--- config.mk ---
export PLATFORM = sky130hd
export DESIGN_NAME = online_mult_seq_ctrl
export DESIGN_NICKNAME = d
export VERILOG_FILES = /design/src/rtl/online_mult_seq_ctrl.sv
export SDC_FILE = /design/constraint.sdc
export NUM_CORES = 1
export LEC_CHECK = 0
export BUFFER_PORTS_ARGS = -buffer_cell sky130_fd_sc_hd__clkbuf_2
export CAP_MARGIN = 5
export CELL_PAD_IN_SITES_DETAIL_PLACEMENT = 1
export CELL_PAD_IN_SITES_GLOBAL_PLACEMENT = 2
export CORE_UTILIZATION = 28
export CTS_CLUSTER_DIAMETER = 50
export DETAILED_ROUTE_END_ITERATION = 10
export GPL_ROUTABILITY_DRIVEN = 0
export MAX_ROUTING_LAYER = met4
export PLACE_DENSITY = 0.74
export SYNTH_ARGS = -nofsm -noshare
export SYNTH_HDL_FRONTEND = slang
export SYNTH_SLANG_ARGS = --single-unit
--- constraint.sdc ---
create_clock -name clk -period 2.19 [get_ports clk]
set_input_delay 0.438 -clock clk [delete_from_list [all_inputs] [get_ports clk]]
set_output_delay 0.438 -clock clk [all_outputs]
set_load 0.02 [all_outputs]
--- src/rtl/online_mult_seq_ctrl.sv ---
// Control sequencer for the radix-2 online multiplier V_j/selection stage; optional DIGIT_CHECK_EN adds the err port.
// An output digit is registered on each iteration from j=delta onward. A held output (out_valid & ~out_ready) freezes all iterations.
module online_mult_seq_ctrl #(
    parameter int no_of_digits = 4,
    parameter int radix_bits   = 2,
    parameter int radix        = 2,
    parameter int delta        = 3
) (
    input  logic                                          clk,
    input  logic                                          reset,
    input  logic                                          start,
    output logic                                          busy,
    output logic                                          done,
    input  logic                                          in_valid,
    output logic                                          in_ready,
    input  logic [radix_bits-1:0]                         x_in,
    input  logic [radix_bits-1:0]                         y_in,
    output logic                                          out_valid,
    input  logic                                          out_ready,
    output logic [radix_bits-1:0]                         p_out,
    output logic                                          out_last,
    output logic [no_of_digits*radix_bits-1:0]            X_j,
    output logic [no_of_digits*radix_bits-1:0]            Y_j,
    output logic [radix_bits-1:0]                         x_j_1,
    output logic [radix_bits-1:0]                         y_j_1,
    output logic [radix_bits*(no_of_digits+delta+1)-1:0]  W_j,
    input  logic [radix_bits*(no_of_digits+delta+1)-1:0]  V_j,
    input  logic [radix_bits-1:0]                         p_j
`ifdef DIGIT_CHECK_EN
    ,
    output logic                                          err
`endif
);

    localparam int N     = no_of_digits;
    localparam int RB    = radix_bits;
    localparam int WW    = RB * (N + delta + 1);
    localparam int JW    = $clog2(N + delta + 1);
    localparam int J_END = N + delta;

    if (radix != 2 || delta >= no_of_digits) begin : g_bad_params
        $error("online_mult_seq_ctrl: needs radix 2 and delta < no_of_digits");
    end

    typedef enum logic [1:0] {S_IDLE, S_PRIME, S_STREAM, S_DRAIN} state_t;

    state_t          state_q, state_d;
    logic [JW-1:0]   j_q, j_d, j_next;
    logic [N*RB-1:0] X_j_q, X_j_d, Y_j_q, Y_j_d;
    logic [WW-1:0]   W_j_q, W_j_d;
    logic [RB-1:0]   p_out_q, p_out_d;
    logic            out_valid_q, out_valid_d;
    logic            out_last_q, out_last_d;
    logic            done_q, done_d;
    logic            err_q, err_d;
    logic            stall, accepting, fire, bad_dig;
    logic [RB-1:0]   x_dig, y_dig;

`ifdef DIGIT_CHECK_EN
    localparam logic [RB-1:0] DIG_NEG2 = RB'(1) << (RB - 1);
`endif

    always_comb begin
        state_d     = state_q;
        j_d         = j_q;
        X_j_d       = X_j_q;
        Y_j_d       = Y_j_q;
        W_j_d       = W_j_q;
        p_out_d     = p_out_q;
        out_valid_d = out_valid_q;
        out_last_d  = out_last_q;
        done_d      = 1'b0;
        err_d       = err_q;
        j_next      = j_q + 1'b1;

        stall     = out_valid_q & ~out_ready;
        accepting = (state_q == S_PRIME) || (state_q == S_STREAM);
        in_ready  = accepting & ~stall;
        busy      = (state_q != S_IDLE);

`ifdef DIGIT_CHECK_EN
        // An illegal -2 digit is still consumed, but enters the datapath as zero.
        bad_dig = (x_in == DIG_NEG2) || (y_in == DIG_NEG2);
        x_dig   = (x_in == DIG_NEG2) ? '0 : x_in;
        y_dig   = (y_in == DIG_NEG2) ? '0 : y_in;
`else
        bad_dig = 1'b0;
        x_dig   = x_in;
        y_dig   = y_in;
`endif
        x_j_1 = accepting ? x_dig : '0;
        y_j_1 = accepting ? y_dig : '0;

        fire = accepting ? (in_valid & in_ready)
                         : ((state_q == S_DRAIN) && !stall && (j_q < JW'(J_END)));

        if (out_valid_q && out_ready) begin
            out_valid_d = 1'b0;
            out_last_d  = 1'b0;
            if (out_last_q) begin
                done_d  = 1'b1;
                state_d = S_IDLE;
            end
        end

        if (state_q == S_IDLE && start) begin
            X_j_d   = '0;
            Y_j_d   = '0;
            W_j_d   = '0;
            j_d     = '0;
            err_d   = 1'b0;
            state_d = (delta == 0) ? S_STREAM : S_PRIME;
        end

        if (fire) begin
            for (int k = 0; k < N; k++) begin
                if (j_q == JW'(N - 1 - k)) begin
                    X_j_d[k*RB +: RB] = x_dig;
                    Y_j_d[k*RB +: RB] = y_dig;
                end
            end
            if (accepting && bad_dig) err_d = 1'b1;
            // Residual keeps V_j but removes the selected digit from its top field.
            W_j_d              = V_j;
            W_j_d[WW-1 -: RB]  = V_j[WW-1 -: RB] - p_j;
            if (j_q >= JW'(delta)) begin
                p_out_d     = p_j;
                out_valid_d = 1'b1;
                out_last_d  = (j_q == JW'(J_END - 1));
            end
            j_d = j_next;
            if (state_q == S_PRIME && j_next == JW'(delta)) state_d = S_STREAM;
            if (state_q == S_STREAM && j_next == JW'(N))    state_d = S_DRAIN;
        end
    end

    always_ff @(posedge clk) begin
        if (!reset) begin
            state_q     <= S_IDLE;
            j_q         <= '0;
            X_j_q       <= '0;
            Y_j_q       <= '0;
            W_j_q       <= '0;
            p_out_q     <= '0;
            out_valid_q <= 1'b0;
            out_last_q  <= 1'b0;
            done_q      <= 1'b0;
            err_q       <= 1'b0;
        end else begin
            state_q     <= state_d;
            j_q         <= j_d;
            X_j_q       <= X_j_d;
            Y_j_q       <= Y_j_d;
            W_j_q       <= W_j_d;
            p_out_q     <= p_out_d;
            out_valid_q <= out_valid_d;
            out_last_q  <= out_last_d;
            done_q      <= done_d;
            err_q       <= err_d;
        end
    end

    assign X_j       = X_j_q;
    assign Y_j       = Y_j_q;
    assign W_j       = W_j_q;
    assign p_out     = p_out_q;
    assign out_valid = out_valid_q;
    assign out_last  = out_last_q;
    assign done      = done_q;
`ifdef DIGIT_CHECK_EN
    assign err       = err_q;
`else
    logic unused_err;
    assign unused_err = err_q;
`endif

endmodule

==> results of run 1 <==
[placed cells by master (no fill, tap or decap), drive strengths merged]
master   Yosys  final
o21a         5      5
dfxtp       42     42
o21ai       19     19
inv          7      7
a21boi      18     18
nor2         2      2
nand4       16     16
nor3         5      5
nand3b       2      2
o2111ai      1      1
o211ai       3      3
xnor2        2      2
nand2       32     32
nor4b        1      1
and2         6      6
bufinv       0      1
nor3b        1      1
a211oi       1      1
a21oi        5      5
mux2i       18     18
clkbuf      11     76
buf          4     11
ha          12     12
nand2b       2      2
and2b        1      1
nand3        6      6
[power by group]
part | switching (µW) | total [µW] | internal, µW
logic | 113 | 188 | 74.9
clock network | 257 | 598 | 341
registers | 11.0 | 790 | 779
total | 381 | 1580 | 1190
[state kept, by name, summed over array words and instances (netlist names)]
name       count
j_q            3
W_j           16
Y_j            8
out_last       1
out_valid      1
p_out          2
state_q        2
done           1
X_j            8
[metal layers]
metal | routed length (µm) | vias up
met5 | 0 | -
met2 | 2530 | 47
li1 | - | 923
met3 | 276 | 6
met1 | 2670 | 853
met4 | 85 | 0
[final cells by class]
class | count | area share
Multi-Input combinational cell | 158 | 0.413
Inverter | 7 | 0.0101
Timing Repair Buffer | 80 | 0.165
Clock buffer | 7 | 0.0294
Sequential cell | 42 | 0.324
Tap cell | 96 | 0.0463
Clock inverter | 1 | 0.0116
[per-stage QoR]
step,setup slack (ns),hold slack [ns]
after CTS,0.138,0.387
after detailed placement,0.178,0.455
after floorplan,0.425,0.487
final,0.158,0.393
after global placement,0.280,0.450
after global routing,0.0137,0.386
[cells by family after synthesis]
family,after synthesis,synth area share
AO/OA/AOI/OAI,52,0.166
XOR/XNOR,2,0.00880
adder cells (fa/ha/maj),12,0.0754
buffers and inverters,22,0.0433
flip-flops,42,0.422
multiplexers,18,0.0905
AND/OR/NAND/NOR,74,0.193
[what timing repair did]
item                                   CTS  global route
setup endpoints to repair                0             2
hold buffers                             0             0
endpoints found under the hold margin    0             0
gates resized for setup                  0             2
[worst min path at each step]
stage / startpoint / endpoint / slack, ns / cells after the start
5_1_grt: V_j[12] / W_j[12] / 0.39 / 3
6_report: V_j[12] / W_j[12] / 0.39 / 3
3_3_place_gp: X_j[1] / X_j[1] / 0.45 / 2
2_1_floorplan: state_q[1] / state_q[1] / 0.49 / 2
3_5_place_dp: Y_j[1] / Y_j[1] / 0.45 / 2
4_1_cts: V_j[12] / W_j[12] / 0.39 / 3
[worst max-delay path, stage by stage (launching register included)]
cell	delay, ns
dfxtp_1	0.38
inv_1	0.08
ha_1	0.37
buf_4	0.18
and2_1	0.14
clkbuf_2	0.15
==> impl_metrics.json, run 1 <==
{
  "status": "finished, final reports clean",
  "cellPowerDensity_nw_per_um2": 608,
  "drv_slew": 0,
  "arrival_ns": 1.59,
  "final_nets": 333,
  "grt_max_degree": 23,
  "worstSetupPathType": "reg2out",
  "dieWidth_um": 86.3,
  "endpoint": "in_ready",
  "clock_path_buffers": 2,
  "drt_iter0_markers": 72,
  "fin_crit_sh": 0.928,
  "synth_top_area_share": 0.422,
  "synthFlopType": "dfxtp_1",
  "cap_violations": 0,
  "drcViolationCount": 0,
  "wirelength_um": 5570,
  "register_area_um2": 841,
  "coreArea_um2": 6830,
  "h-tree-depth": 2,
  "r2r_cells": 6,
  "cp.required_ns": 1.75,
  "stdcell_area_um2": 2590,
  "n_fill_cell": 855,
  "ys_types": 29,
  "die_height_um": 86.3,
  "hp-class": "in2reg",
  "overflow": 0,
  "netlist_top_cells_count": "42 x dfxtp_1, 32 x nand2_1, 18 x mux2i_1, 18 x o21ai_0, 16 x nand4_1",
  "grt_pass1_vias": 1915,
  "via_per_inst": 4.68,
  "synthArstFlopShare": 0,
  "met3_usage": 0.0400,
  "post_cts_buffers": 0,
  "use_met2": 0.271,
  "place_area_um2": 2480,
  "first_pass_iters": 4,
  "detail-route-antenna-nets": 0,
  "finalSetupTns_ns": 0,
  "area_growth_pct": 30.2,
  "endpoint_kind": "primary output",
  "synth_edf_count": 0,
  "tightest_slew_ns": 0.594,
  "port_buffers": 69,
  "hold_viol_final": 0,
  "avgSynthCellArea_um2": 8.97,
  "r2r_setup_slack_ns": 0.18,
  "grt_use_total": 0.166,
  "antenna_found_initial": 0,
  "grt_pass1_wl_um": 9360,
  "final_cells": 391,
  "final-setup-viol-count": 0,
  "start_util": 0.292,
  "cts_tree": "yes",
  "synth_seq_area_share": 0.422,
  "critPathLaunch": "state_q[0]",
  "die-area_um2": 7460,
  "diodes": 0,
  "rr_endpoint": "X_j[7]",
  "synth_top_area_cell": "dfxtp_1",
  "synth.most_common_cell": "dfxtp_1",
  "ys_seq_elements": 42,
  "relSlewSlack": 0.602,
  "vdd_drop_max_mv": 0.310,
  "cts.reportedPaths.clkPinSlew_ns": 0.08,
  "finalWorstPathRequiredPeriod_ns": 2.03,
  "cts-root-buf": "clkbuf_8",
  "syn_area_um2": 1990,
  "ios": 70,
  "routedWlPerCell_um": 14.2,
  "dpl.hpwl_um": 4170,
  "postSynthCellCount": 222,
  "use_met1": 0.204,
  "drive_gt1_frac": 0.305,
  "dp_cells": 383,
  "clock_skew_ns": 0.00441,
  "grt_setup_unrepaired": "false",
  "grt_busiest_layer": "met2",
  "r2r-start": "state_q[0]",
  "via_count": 1829,
  "clock.fmax_mhz": 492,
  "clk-insertion-delay-late_ns": 0.29,
  "numCtsBuffers": 5,
  "utilization": 0.379,
  "synth_nets": 261,
  "synth.area.top_cells": "dfxtp_1 42%, mux2i_1 9.0%, ha_1 7.5%",
  "worst-path-max-fanout": 6,
  "cts_sinks": 42,
  "finalPower_uw": 1580,
  "startpoint_type": "flip-flop",
  "leakagePower_uw": 0.00119,
  "ys_warn_count": 0,
  "rows": 30,
  "multiInputGateArea_um2": 1070
}
Note: power is estimated with default switching activity, not from simulation.
==> run 2: changes to the inputs <==
--- a/config.mk
+++ b/config.mk
@@ -9,12 +9,12 @@
 export CAP_MARGIN = 5
 export CELL_PAD_IN_SITES_DETAIL_PLACEMENT = 1
 export CELL_PAD_IN_SITES_GLOBAL_PLACEMENT = 2
-export CORE_UTILIZATION = 28
+export CORE_UTILIZATION = 30
 export CTS_CLUSTER_DIAMETER = 50
 export DETAILED_ROUTE_END_ITERATION = 10
 export GPL_ROUTABILITY_DRIVEN = 0
 export MAX_ROUTING_LAYER = met4
-export PLACE_DENSITY = 0.74
+export PLACE_DENSITY = 0.79
 export SYNTH_ARGS = -nofsm -noshare
 export SYNTH_HDL_FRONTEND = slang
 export SYNTH_SLANG_ARGS = --single-unit
==> constraint.sdc (replaced) <==
create_clock -name clk -period 2.45 [get_ports clk]
set_input_delay 0.49 -clock clk [delete_from_list [all_inputs] [get_ports clk]]
set_output_delay 0.49 -clock clk [all_outputs]
set_load 0.02 [all_outputs]
==> run 2 against run 1 <==
  * Via count is 2.6% higher
  * Global-route usage up 0.66 points
  * Final area down 2.6%
  * Clock skew is 0.0017 ns lower
  * Utilization rose by 1.6 points
  * Combinational power fell by 13%
  * First-iteration DRC count is 82% lower
  * Clock power is 23% lower
  * Setup slack improved by 0.26 ns
  * Routed wire length down 0.18%
  * Worst hold slack improved by 0.034 ns
  * Die area is 6.5% lower
  * Largest power group unchanged
==> impl_metrics.json, run 2 (same netlist as run 1, synthesis figures left out) <==
{
  "cts-root-buf": "clkbuf_8",
  "drt_iter0_markers": 13,
  "die-area_um2": 6970,
  "largest_reg_flops": 16,
  "final_cell_mix": "69 x clkbuf_2, 42 x dfxtp_1, 32 x nand2_1, 18 x o21ai_0, 18 x mux2i_1",
  "drive_gt1_frac": 0.295,
  "slowest_stage": "ha_1",
  "rows": 29,
  "dpl.hpwl_um": 4030,
  "via_per_inst": 5.09,
  "clock.fmax_mhz": 493,
  "tightest_slew_ns": 0.618,
  "status": "finished, final reports clean",
  "ios": 70,
  "cap_violations": 0,
  "routedWlPerCell_um": 15.1,
  "dp_cells": 361,
  "final-setup-viol-count": 0,
  "relSlewSlack": 0.585,
  "die_height_um": 83.5,
  "detail-route-antenna-nets": 0,
  "coreArea_um2": 6390,
  "worst-path-max-fanout": 8,
  "wirelength_um": 5560,
  "drcViolationCount": 0,
  "overflow": 0,
  "hp-class": "in2reg",
  "area_growth_pct": 26.8,
  "post_cts_buffers": 0,
  "h-tree-depth": 2,
  "postCtsHoldBufs": 0,
  "finalSetupTns_ns": 0,
  "grt_pass1_vias": 1930,
  "cts_tree": "yes",
  "cts_sinks": 42,
  "finalWorstPathRequiredPeriod_ns": 2.03,
  "first_pass_iters": 4,
  "grt_max_degree": 34,
  "drv_slew": 0,
  "start_util": 0.312,
  "arrival_ns": 1.54,
  "clock_path_buffers": 2,
  "via_count": 1877,
  "final_cells": 369,
  "endpoint_kind": "primary output",
  "port_buffers": 69,
  "cellPowerDensity_nw_per_um2": 527,
  "dieWidth_um": 83.5,
  "leakagePower_uw": 0.00117,
  "vdd_drop_max_mv": 0.298,
  "grt_use_total": 0.173,
  "fin_crit_sh": 0.827,
  "final_common_cell": "clkbuf_2",
  "cts.reportedPaths.clkPinSlew_ns": 0.08,
  "startpoint_type": "flip-flop",
  "numCtsBuffers": 5,
  "path_cells": "inv_1, ha_1, and2_1, clkbuf_2",
  "diodes": 0,
  "cp.required_ns": 1.96,
  "antenna_found_initial": 0,
  "worstSetupPathType": "reg2out",
  "grt_setup_unrepaired": "false",
  "final_nets": 330,
  "clock_skew_ns": 0.00268,
  "hold_viol_final": 0,
  "cts_resized": 0,
  "grt_pass1_wl_um": 9400,
  "clk-insertion-delay-late_ns": 0.29,
  "max_stage_delay_ns": 0.39
}
==> run 2: path summary, 6_finish.rpt <==
check | from | to | slack (ns) | depth (start not counted)
setup / recovery | state_q[1] | in_ready | 0.42 | 4
hold / removal | V_j[7] | W_j[7] | 0.43 | 3
setup reg to reg | state_q[0] | Y_j[7] | 0.44 | 6
hold reg to reg | Y_j[1] | Y_j[1] | 0.46 | 2
==> run 2: metrics by stage <==
stage | setup slack [ns] | hold slack, ns | util | power [µW] | cell area, µm²
4_1_cts | 0.407 | 0.418 | 0.395 | 1350 | 2520
5_1_grt | 0.250 | 0.422 | 0.395 | 1400 | 2520
2_1_floorplan | 0.685 | 0.487 | - | 816 | 1990
3_5_place_dp | 0.432 | 0.460 | 0.381 | 887 | 2430
3_3_place_gp | 0.492 | 0.451 | 0.381 | 885 | 2430
6_report | 0.423 | 0.427 | 0.395 | 1330 | 2520
==> run 2: worst max-delay path: cells and delay by family, from the launching register on <==
family / cells / cell delay, ns
adders and majority gates: 1 / 0.39
buffers and inverters: 2 / 0.27
and+or+nand+nor: 1 / 0.21
DFF: 1 / 0.38
==> run 2: area by class of cell <==
class,instances,area (µm²)
multi-input combinational,158,1060
inverter,7,26.3
fill,787,3860
tap,77,96.3
clock inverter,1,5.00
sequential,42,841
clock buffer,7,86.3
timing repair buffer,77,405
==> run 2: metal layers <==
metal	vias to the layer above	share of wire	track usage
met2	56	0.46	0.288
met3	5	0.054	0.0455
met4	0	0.0076	0.0324
li1	919	-	-
met1	897	0.48	0.212
met5	-	0	-
==> run 2: power breakdown <==
| group | switching, µW | leakage (µW) | internal (µW) | total [µW] |
|---|---|---|---|---|
| Sequential | 9.67 | 0.000340 | 696 | 706 |
| Combinational | 101 | 0.000786 | 62.0 | 163 |
| Clock | 234 | 0.0000482 | 227 | 462 |
==> run 3: changes to the inputs <==
--- a/config.mk
+++ b/config.mk
@@ -9,12 +9,12 @@
 export CAP_MARGIN = 5
 export CELL_PAD_IN_SITES_DETAIL_PLACEMENT = 1
 export CELL_PAD_IN_SITES_GLOBAL_PLACEMENT = 2
-export CORE_UTILIZATION = 30
+export CORE_UTILIZATION = 28
 export CTS_CLUSTER_DIAMETER = 50
 export DETAILED_ROUTE_END_ITERATION = 10
 export GPL_ROUTABILITY_DRIVEN = 0
 export MAX_ROUTING_LAYER = met4
-export PLACE_DENSITY = 0.79
+export PLACE_DENSITY = 0.74
 export SYNTH_ARGS = -nofsm -noshare
 export SYNTH_HDL_FRONTEND = slang
 export SYNTH_SLANG_ARGS = --single-unit
==> constraint.sdc (replaced) <==
create_clock -name clk -period 2.1 [get_ports clk]
set_input_delay 0.42 -clock clk [delete_from_list [all_inputs] [get_ports clk]]
set_output_delay 0.42 -clock clk [all_outputs]
set_load 0.02 [all_outputs]
==> run 3 against run 2 <==
  * Via count down 0.37%
  * Critical path depth up 2
  * Count of clock-buffer cells in the layout down 2
  * Final cell count up 6.0%
  * Routed wire length up 2.6%
  * Sequential power up 17%
  * Combinational power up 21%
  * Sequential cell count unchanged
  * Clock skew up 0.0037 ns
  * Largest cell class unchanged
  * Power up 28%
==> impl_metrics.json, run 3 (same netlist as run 1, synthesis figures left out) <==
{
  "status": "finished, final reports clean",
  "worstSetupPathType": "reg2reg",
  "wirelength_um": 5700,
  "port_buffers": 69,
  "cap_violations": 0,
  "drive_gt1_frac": 0.315,
  "h-tree-depth": 2,
  "tightest_slew_ns": 0.597,
  "grt_max_degree": 22,
  "stdcell_area_um2": 2610,
  "finalSetupTns_ns": 0,
  "die-area_um2": 7460,
  "min_from": "V_j[6]",
  "clock.fmax_mhz": 511,
  "grt_use_total": 0.164,
  "endpoint_kind": "flip-flop",
  "rows": 30,
  "startpoint_type": "flip-flop",
  "final-setup-viol-count": 0,
  "drv_slew": 0,
  "critPathLaunch": "state_q[0]",
  "antenna_found_initial": 0,
  "arrival_ns": 2.13,
  "area_growth_pct": 31.0,
  "setup_ws_ns": 0.143,
  "diodes": 0,
  "fin_crit_sh": 0.932,
  "vdd_drop_max_mv": 0.251,
  "cts_tree": "yes",
  "hp-class": "in2reg",
  "dieWidth_um": 86.3,
  "p_switching_uw": 446,
  "place_area_um2": 2480,
  "p_sw_frac": 0.263,
  "relSlewSlack": 0.599,
  "grt_pass1_wl_um": 9230,
  "grt_pass1_vias": 1882,
  "clk-insertion-delay-late_ns": 0.30,
  "cellPowerDensity_nw_per_um2": 651,
  "largest_reg_flops": 16,
  "die_height_um": 86.3,
  "routedWlPerCell_um": 14.6,
  "r2r-start": "state_q[0]",
  "leakagePower_uw": 0.00120,
  "pwr-share-clk": 0.399,
  "final_common_cell": "clkbuf_2",
  "n_fill_cell": 850,
  "cts_sinks": 42,
  "hold_viol_final": 0,
  "via_per_inst": 4.78,
  "cts-root-buf": "clkbuf_8",
  "detail-route-antenna-nets": 0,
  "start_util": 0.292,
  "power_frac_seq": 0.485,
  "final_nets": 333,
  "drcViolationCount": 0,
  "pre_cts_slack_ns": 0.133,
  "via_count": 1870,
  "clock_path_buffers": 2,
  "finalPower_uw": 1700,
  "internal_power_uw": 1250,
  "numCtsBuffers": 5,
  "finalWorstPathRequiredPeriod_ns": 1.96,
  "drt_iter0_markers": 40,
  "grt_setup_unrepaired": "false",
  "first_pass_iters": 4,
  "worst-path-max-fanout": 6,
  "cts.reportedPaths.clkPinSlew_ns": 0.09,
  "combPwrFrac": 0.117,
  "final_cell_mix": "69 x clkbuf_2, 40 x dfxtp_1, 32 x nand2_1, 18 x o21ai_0, 18 x mux2i_1",
  "clock_skew_ns": 0.00640,
  "ios": 70,
  "coreArea_um2": 6830,
  "overflow": 0,
  "dpl.hpwl_um": 4170,
  "cp.required_ns": 2.27
}
run 3: cell types whose count changed in the layout (fill, tap and decap cells not counted), sizes merged:
cell	change
bufinv	+1
buf	+3
clkinv	-1
clkinvlp	+1
clkbuf	-2
inv	+1
run 3: path summary, 6_finish.rpt:
path | endpoint | slack, ns | depth (start not counted)
worst max-delay path | Y_j[0] | 0.14 | 6
worst min-delay path | W_j[6] | 0.35 | 3
worst max register to register | Y_j[0] | 0.14 | 6
worst min register to register | X_j[4] | 0.47 | 2
run 3: worst max-delay path, cell delays in order, from the launching register on:
cell and delay [ns]:
dfxtp_2 0.36, inv_1 0.06, ha_1 0.36, nand2b_2 0.24
nor3b_4 0.33, o21ai_1 0.29, mux2i_1 0.18
run 3: repair_timing:
item / CTS / global route
gates resized for setup: 0 / 5
hold buffers: 0 / 0
buffers inserted: 0 / 0
endpoints found under the setup margin: 0 / 23
run 3: stage by stage:
stage / utilization / hold WS, ns / cells
finish: 0.382 / 0.352 / 391
global route: 0.382 / 0.367 / 391
CTS: 0.380 / 0.350 / 391
detailed placement: 0.363 / 0.456 / 383
global placement: 0.363 / 0.451 / 383
floorplan: - / 0.487 / 222
run 3: cell type report:
type	instances	area, µm²	share of cell area
inverters	7	26.3	0.0101
well taps	96	120	0.0460
multi-input cells	158	1070	0.409
clock buffers	5	68.8	0.0264
flip-flops and latches	42	843	0.323
repair buffers	80	435	0.167
clock inverters	3	48.8	0.0187
run 3: per-layer routing:
| metal | GRT usage | routed length (µm) | vias to the layer above |
|---|---|---|---|
| met4 | 0.0470 | 62 | 0 |
| met1 | 0.208 | 2750 | 888 |
| met2 | 0.263 | 2640 | 52 |
| met5 | - | 0 | - |
| met3 | 0.0343 | 255 | 7 |
| li1 | - | - | 923 |
run 3: power groups by stage:
stage | clock network [µW] | registers (µW) | logic, µW
6_report | 677 | 824 | 198
5_1_grt | 718 | 826 | 217
4_1_cts | 697 | 824 | 200
3_5_place_dp | 0 | 842 | 199
3_3_place_gp | 0 | 842 | 199
2_1_floorplan | 0 | 857 | 95.5
